**src/rtl/mem_responder.sv**
```systemverilog
// Cache-side memory responder: queues line fill / writeback requests and answers
// each one a fixed number of cycles after it reaches the service engine.
module mem_responder #(
  parameter int LINE_SIZE = 64,
  parameter int LATENCY   = 4,
  parameter int DEPTH     = 4
) (
  input  logic        clk,
  input  logic        rst,
  input  logic        req_valid,
  output logic        req_ready,
  input  logic        req_type,
  input  logic [31:0] req_addr,
  output logic        resp_valid,
  input  logic        resp_ready,
  output logic        resp_type,
  output logic [31:0] resp_addr,
  output logic        busy,
  output logic [31:0] fill_count,
  output logic [31:0] wb_count
);

  localparam int PTR_W = (DEPTH > 1) ? $clog2(DEPTH) : 1;
  localparam int OCC_W = PTR_W + 1;
  localparam int DLY_W = 8;
  localparam logic [31:0] LINE_MASK = ~32'(LINE_SIZE - 1);

  typedef enum logic [1:0] {
    IDLE,
    WAIT,
    RESP
  } state_t;

  state_t             state;
  logic [DLY_W-1:0]   delay;
  logic [31:0]        hold_addr;
  logic               hold_type;

  logic [31:0]        q_addr [DEPTH];
  logic               q_type [DEPTH];
  logic [PTR_W-1:0]   wr_ptr;
  logic [PTR_W-1:0]   rd_ptr;
  logic [OCC_W-1:0]   occ;

  logic               push;
  logic               pop;

  function automatic logic [31:0] sat_inc(input logic [31:0] v);
    return (v == 32'hFFFF_FFFF) ? v : v + 32'd1;
  endfunction

  // Capacity is judged on pre-edge occupancy, so a same-cycle pop never frees a slot early.
  assign req_ready = (occ != OCC_W'(DEPTH));
  assign push      = req_valid && req_ready;
  assign pop       = (state == IDLE) && (occ != '0);

  assign busy      = (occ != '0) || (state != IDLE);
  assign resp_addr = hold_addr;
  assign resp_type = hold_type;

  always_ff @(posedge clk) begin
    if (!rst) begin
      wr_ptr <= '0;
      rd_ptr <= '0;
      occ    <= '0;
    end else begin
      if (push) wr_ptr <= wr_ptr + PTR_W'(1);
      if (pop)  rd_ptr <= rd_ptr + PTR_W'(1);
      case ({push, pop})
        2'b10:   occ <= occ + OCC_W'(1);
        2'b01:   occ <= occ - OCC_W'(1);
        default: occ <= occ;
      endcase
    end
  end

  // Queue storage carries no reset; occupancy alone decides what is valid.
  always_ff @(posedge clk) begin
    if (push) begin
      q_addr[wr_ptr] <= req_addr & LINE_MASK;
      q_type[wr_ptr] <= req_type;
    end
  end

  always_ff @(posedge clk) begin
    if (!rst) begin
      state      <= IDLE;
      delay      <= '0;
      hold_addr  <= '0;
      hold_type  <= 1'b0;
      resp_valid <= 1'b0;
      fill_count <= '0;
      wb_count   <= '0;
    end else begin
      case (state)
        IDLE: begin
          if (pop) begin
            hold_addr <= q_addr[rd_ptr];
            hold_type <= q_type[rd_ptr];
            delay     <= DLY_W'(LATENCY - 1);
            state     <= WAIT;
          end
        end
        WAIT: begin
          if (delay == '0) begin
            state      <= RESP;
            resp_valid <= 1'b1;
          end else begin
            delay <= delay - DLY_W'(1);
          end
        end
        RESP: begin
          // Returning through IDLE guarantees a low cycle between responses.
          if (resp_ready) begin
            state      <= IDLE;
            resp_valid <= 1'b0;
            if (hold_type) wb_count   <= sat_inc(wb_count);
            else           fill_count <= sat_inc(fill_count);
          end
        end
        default: begin
          state      <= IDLE;
          resp_valid <= 1'b0;
        end
      endcase
    end
  end

endmodule
```
**config.mk**
```make
export PLATFORM = sky130hd
export DESIGN_NAME = mem_responder
export DESIGN_NICKNAME = d
export VERILOG_FILES = /design/src/rtl/mem_responder.sv
export SDC_FILE = /design/constraint.sdc
export NUM_CORES = 1
export LEC_CHECK = 0
export CAP_MARGIN = 20
export CORE_MARGIN = 3
export CORE_UTILIZATION = 30
export DETAILED_ROUTE_END_ITERATION = 8
export GPL_TIMING_DRIVEN = 0
export PLACE_DENSITY = 0.54
export SYNTH_ARGS = -nofsm -noshare
export SYNTH_HDL_FRONTEND = slang
export SYNTH_SLANG_ARGS = --single-unit
export TNS_END_PERCENT = 5
```
**constraint.sdc**
```tcl
create_clock -name clk -period 2.9 [get_ports clk]
set_input_delay 0.29 -clock clk [delete_from_list [all_inputs] [get_ports clk]]
set_output_delay 0.29 -clock clk [all_outputs]
set_load 0.005 [all_outputs]
```
==> results of run 1 <==
[power by group through the flow]
| stage | combinational (mW) | sequential, mW | clock [mW] |
|---|---|---|---|
| 2_1_floorplan | 1.29 | 3.89 | 0 |
| 3_3_place_gp | 2.21 | 3.92 | 0 |
| 3_5_place_dp | 2.24 | 3.91 | 0 |
| 4_1_cts | 2.24 | 3.85 | 3.08 |
| 5_1_grt | 2.41 | 3.90 | 3.20 |
| 6_report | 2.16 | 3.85 | 2.98 |
[per-layer routing]
| layer | vias to the layer above | wire, um |
|---|---|---|
| met1 | 3206 | 10600 |
| li1 | 3212 | - |
| met2 | 157 | 10800 |
| met3 | 28 | 1230 |
| met4 | 4 | 319 |
| met5 | - | 26 |
[worst paths after layout]
check | from | end | slack [ps] | depth (start not counted)
max reg2reg | wb_count[0] | wb_count[31] | 340 | 6
min | rst | fill_count[31] | 210 | 3
max | wb_count[0] | wb_count[31] | 340 | 6
min reg2reg | resp_addr[30] | resp_addr[30] | 450 | 2
[flip-flops by register name (all words and copies together), names as in the netlist, 2 cells and up]
| name | cells |
|---|---|
| state | 2 |
| occ | 3 |
| wb_count | 32 |
| fill_count | 32 |
| rd_ptr | 2 |
| delay | 8 |
| wr_ptr | 2 |
| q_type | 4 |
| q_addr | 104 |
| resp_addr | 26 |
[metrics by stage]
stage / total power [mW] / setup slack, ps / cell area, um^2
after floorplan: 5.18 / 574 / 9130
after global placement: 6.12 / 1.14 / 10800
after detailed placement: 6.16 / -70.7 / 10900
after CTS: 9.17 / 310 / 11600
after global routing: 9.51 / 102 / 11600
final: 8.99 / 336 / 11600
[area by class of cell]
type,count,share of cell area [%]
flip-flops and latches,217,46.7
multi-input cells,495,29.5
repair buffers,123,10.6
clock buffers,33,5.81
well taps,390,4.20
plain buffers,42,1.73
clock inverters,13,0.818
inverters,20,0.646
[synth_stat cells (2+ instances only)]
master | n | area share [%]
buf_1 | 5 | 0.21
buf_6 | 2 | 0.25
nand2b_1 | 14 | 0.96
nor4_1 | 18 | 1.2
o21ai_1 | 11 | 0.60
a21oi_1 | 62 | 3.4
mux4_2 | 27 | 6.7
dfxtp_1 | 109 | 24
a31oi_1 | 4 | 0.27
buf_4 | 6 | 0.49
nand3_1 | 25 | 1.4
or3_1 | 24 | 1.6
and2_1 | 2 | 0.14
xor2_1 | 13 | 1.2
nand4_1 | 16 | 1.1
o21a_1 | 6 | 0.49
and4_1 | 7 | 0.67
clkbuf_1 | 25 | 1.0
or4_1 | 17 | 1.4
nand4_2 | 2 | 0.27
o2111ai_1 | 3 | 0.29
and3_1 | 8 | 0.55
xnor2_1 | 6 | 0.58
nand2_1 | 100 | 4.1
o31ai_1 | 14 | 1.2
buf_2 | 5 | 0.27
nor3_1 | 10 | 0.55
mux2i_1 | 13 | 1.4
o21ai_0 | 14 | 0.77
inv_1 | 18 | 0.74
ha_1 | 9 | 1.2
o31a_1 | 3 | 0.29
edfxtp_1 | 108 | 36
o211ai_1 | 9 | 0.74
nor2_1 | 34 | 1.4
[cell families (layout without fill, tap and decap cells)]
group | after synthesis | after routing | synth area share (%)
buf+inv | 63 | 231 | 3.08
mux | 40 | 40 | 8.10
flops | 217 | 217 | 59.6
xor+xnor | 19 | 19 | 1.83
other cells | 1 | 6 | 0.0412
simple gates | 287 | 287 | 17.0
compound gates | 133 | 133 | 8.98
fa+ha+maj | 10 | 10 | 1.46
[critical path, stage by stage (launching register included)]
cell	delay, ps
dfxtp_1	440
ha_1	240
nand4_1	240
or3_1	540
o2111ai_1	660
o21ai_0	200
a21oi_1	150
==> results.md, run 1 <==
- Placed cells: 1,288
- Commonest cells after routing, fill and taps aside: clkdlybuf4s50_1, dfxtp_1, edfxtp_1, nand2_1, a21oi_1
- Via count: 6,607
- Starting Density: 30.6%
- Crit path kind: register to register
- RSZ-0062 raised after global routing: false
- Worst Setup End Kind: register
- VDD IR max: 0.476 mV
- H-tree depth: 1
- Commonest non-fill, non-tap cell in the layout: clkdlybuf4s50_1
- Met1 Track Usage GR: 18.1%
- Setup TNS: 0 ps
- Pwr/cell area: 773 mW/mm^2
- DRC: 0
- Hold_ws: 212 ps
- Synth warnings: 0
- CTS clk-pin slew, worst paths: 60 ps
- Syn avg cell area: 11.8 um^2
- Async SR Flop Fraction: 0%
- Startpoint type of the worst setup path: register
- Hold buffers post-CTS: 0
- Crit path time final: 2560 ps
- Vias in the first global route: 6,334
- CP Data Arrival Time: 3000 ps
- First-pass GRT wire length: 36.0 mm
- Root Driver: clkbuf_16
- Seq pwr share: 42.8%
- IO Count: 137
- CP required: 3340 ps
- Predominant post-synthesis flop cell: dfxtp_1
- Setup bufs post-CTS: 0
- Leakage: 3.72 nW
- Max Root-Sink Buffers: 3
- Largest net degree at the start of global routing: 28
- Footprint of the multi-input gates: 0.00343 mm^2
- Fmax: 0.390 GHz
- Netlist cell types: 56
- MaxCap Viol Count: 0
- Clock sinks: 217
- CTS tree: done
- GRT met2 Usage: 23.0%
- Status: finished, final reports clean
- Drt pass-1 iters: 4
- Mapped Cells: 770
- Die Y-Extent: 180 um
- Clock Latency Late Sink: 520 ps
- Final Max Slew Viols: 0
- Sequential area share after synthesis: 59.6%
- Num CTS Buffers: 25
- Global Route Usage Sum: 13.6%
- Final period utilization: 88.4%
- Combinational fraction of design power: 24.0%
- Endpoints failing hold: 0
- Flip-flop and latch area: 0.00543 mm^2
- Layout Utilization: 39.0%
- Skew final: 13.8 ps
- Post-synth EDFFs: 108
- Net Sw Frac: 29.3%
- Routed WL: 23.0 mm
- Sw power: 2.64 mW
- GPL Wtd Cong: 0.773
- GRT overflow: 0
- Die area: 0.0325 mm^2
- Least-Margin Pin Slew: 926 ps
- Met3 Use GR: 3.15%
- Hold crit path type: input pin to register
- Antenna-violating nets left: 0
- Die width: 180 um
- #FFs+latches synth: 217
- Dpl hpwl: 15.4 mm
- Share of post-route cells with drive strength above 1: 10.1%
- Per-cell routed wire length: 17.3 um
- Clock power frac: 33.2%
- Avg Vias per Cell: 4.96
- Final #Nets: 971
- CP max FO: 9
- Mapped cell area: 0.00911 mm^2
- Pint: 6.35 mW
- Synthesis-to-finish area growth: 27.6%
- # resized after CTS: 0
- Setup-failing EPs final: 0
- # diodes: 0
- Busiest grt layer: met2
- Relative slew margins: 38.3%
- DRT iter0 DRCs: 293
- Non-Filler Instances: 1,333
- Fillers: 2,906
- Antenna violations before repair: 2
- Port Buf Inserts: 123
- Row cnt: 63
- Core Box Area: 0.0298 mm^2
Note: power is estimated with default switching activity, not from simulation.
==> run 2: changes to the inputs <==
--- a/config.mk
+++ b/config.mk
@@ -6,7 +6,6 @@
 export NUM_CORES = 1
 export LEC_CHECK = 0
 export CAP_MARGIN = 20
-export CORE_MARGIN = 3
 export CORE_UTILIZATION = 30
 export DETAILED_ROUTE_END_ITERATION = 8
 export GPL_TIMING_DRIVEN = 0
==> results.md, run 2 (synthesis gave the netlist of run 1 again) <==
- Biggest regs: q_addr: 104 flops, fill_count: 32 flops, wb_count: 32 flops
- Top reg by flops: q_addr
- Dpl hpwl: 15.1 mm
- Starting Density: 30.6%
- Root Driver: clkbuf_16
- Commonest non-fill, non-tap cell in the layout: clkdlybuf4s50_1
- Commonest cells after routing, fill and taps aside: clkdlybuf4s50_1, dfxtp_1, edfxtp_1, nand2_1, a21oi_1
- Final Max Slew Viols: 0
- Clock Latency Late Sink: 540 ps
- Core Box Area: 0.0298 mm^2
- Hold buffers post-CTS: 0
- VDD IR max: 0.634 mV
- Share of post-route cells with drive strength above 1: 10.3%
- Final #Nets: 972
- Setup-failing EPs final: 0
- Skew final: 13.4 ps
- Critical path buffers and inverters: 3
- # diodes: 0
- Startpoint type of the worst setup path: register
- Pre-CTS WS: -92.5 ps
- Num CTS Buffers: 26
- Fmax: 0.397 GHz
- Per-cell routed wire length: 17.0 um
- CTS tree: done
- Drt pass-1 iters: 4
- CP required: 3360 ps
- Worst reg2reg endpoint: occ[2]
- RSZ-0062 raised after global routing: false
- Crit path time final: 2520 ps
- IO Count: 137
- Vias in the first global route: 6,338
- GRT overflow: 0
- GPL Wtd Cong: 0.798
- Pwr/cell area: 790 mW/mm^2
- DRC: 0
- H-tree depth: 1
- Die Y-Extent: 176 um
- CP Data Arrival Time: 2980 ps
- Die area: 0.0311 mm^2
- Clock sinks: 217
- Hold_sp: rst
- Post-route cell area: 0.0117 mm^2
- Row cnt: 63
- Reg2Reg Depth: 10
- Critical R2R Launch: state[0]
- Die width: 176 um
- Min-Delay Path Depth: 3
- Global Route Usage Sum: 14.7%
- Worst Setup End Kind: register
- Max Root-Sink Buffers: 3
- Final period utilization: 86.8%
- Slack of the critical path: 383 ps
- MaxCap Viol Count: 0
- Crit-path cells: buf_2, nor2_1, nand2b_1, inv_2, ha_1, inv_1, fa_1, xor2_1, or3_1, a21oi_1
- Least-Margin Pin Slew: 1020 ps
- Delay-heaviest family, CP: simple AND/OR/NAND/NOR gates
- Status: finished, final reports clean
- Hold crit path type: input pin to register
- Largest net degree at the start of global routing: 28
- Port Buf Inserts: 123
- CTS clk-pin slew, worst paths: 60 ps
- Leakage: 3.77 nW
- Max FFs per register: 104
- Slowest stage cell, crit path: fa_1
- Routed WL: 22.7 mm
- Relative slew margins: 32.2%
- CP max FO: 19
- Synthesis-to-finish area growth: 28.6%
- Via count: 6,565
- Total power: 9.25 mW
- Endpoint, Worst Hold: wb_count[7]
- Register-to-register setup slack: 380 ps
- Antenna-violating nets left: 0
- Post-Place Cell Area: 0.0109 mm^2
- Slowest cell delay on critical path: 370 ps
- Avg Vias per Cell: 4.92
- Hold_ws: 211 ps
- DRT iter0 DRCs: 427
- Endpoints failing hold: 0
- Antenna violations before repair: 1
- Crit path kind: register to register
- First-pass GRT wire length: 35.7 mm
-- run 2: worst max path at each step --
| stage | startpoint | to | slack [ps] | cells after the start |
|---|---|---|---|---|
| floorplan | state[0] | occ[2] | 570 | 11 |
| global placement | state[0] | occ[2] | -80 | 11 |
| detailed placement | state[0] | occ[2] | -90 | 11 |
| CTS | state[0] | occ[2] | 310 | 10 |
| global route | wb_count[0] | wb_count[31] | 180 | 6 |
| finish | state[0] | occ[2] | 380 | 10 |
-- run 2: where the power goes --
group	internal (mW)	switching, mW
Clock	1.97	1.28
Combinational	0.979	1.18
Sequential	3.65	0.192
Total	6.59	2.66
-- run 2: stage by stage --
| step | util (%) | setup TNS [ps] | cells |
|---|---|---|---|
| after detailed placement | 36.4 | -92.5 | 1288 |
| after global routing | 39.3 | 0 | 1335 |
| after global placement | 36.4 | -79.2 | 1288 |
| final | 39.3 | 0 | 1335 |
| after floorplan | - | 0 | 775 |
| after CTS | 39.3 | 0 | 1335 |
-- run 2: repair_timing --
| item | CTS | global route |
|---|---|---|
| endpoints found under the setup margin | 1 | 0 |
| buffers inserted | 0 | 0 |
| resized for setup | 0 | 0 |
| hold endpoints to repair | 0 | 0 |
-- run 2: layout make-up --
class / instances / area (um^2)
clock inverter: 9 / 118
inverter: 20 / 75.1
clock buffer: 39 / 749
fill: 2888 / 18100
multi-input combinational: 495 / 3430
timing repair buffer: 123 / 1230
sequential: 217 / 5430
buffer: 42 / 201
tap: 390 / 488
-- run 2: tightest hold or removal path: stages --
cell	delay, ps
clkbuf_1	210
nand2b_1	130
mux2i_1	60
-- run 2: per-layer routing --
metal	vias to the layer above	GRT usage [%]	part of all wire [%]
met5	-	0	0.044
met4	2	3.70	2.0
met3	30	3.38	5.7
met2	147	25.1	48
met1	3177	18.5	44
li1	3209	-	-
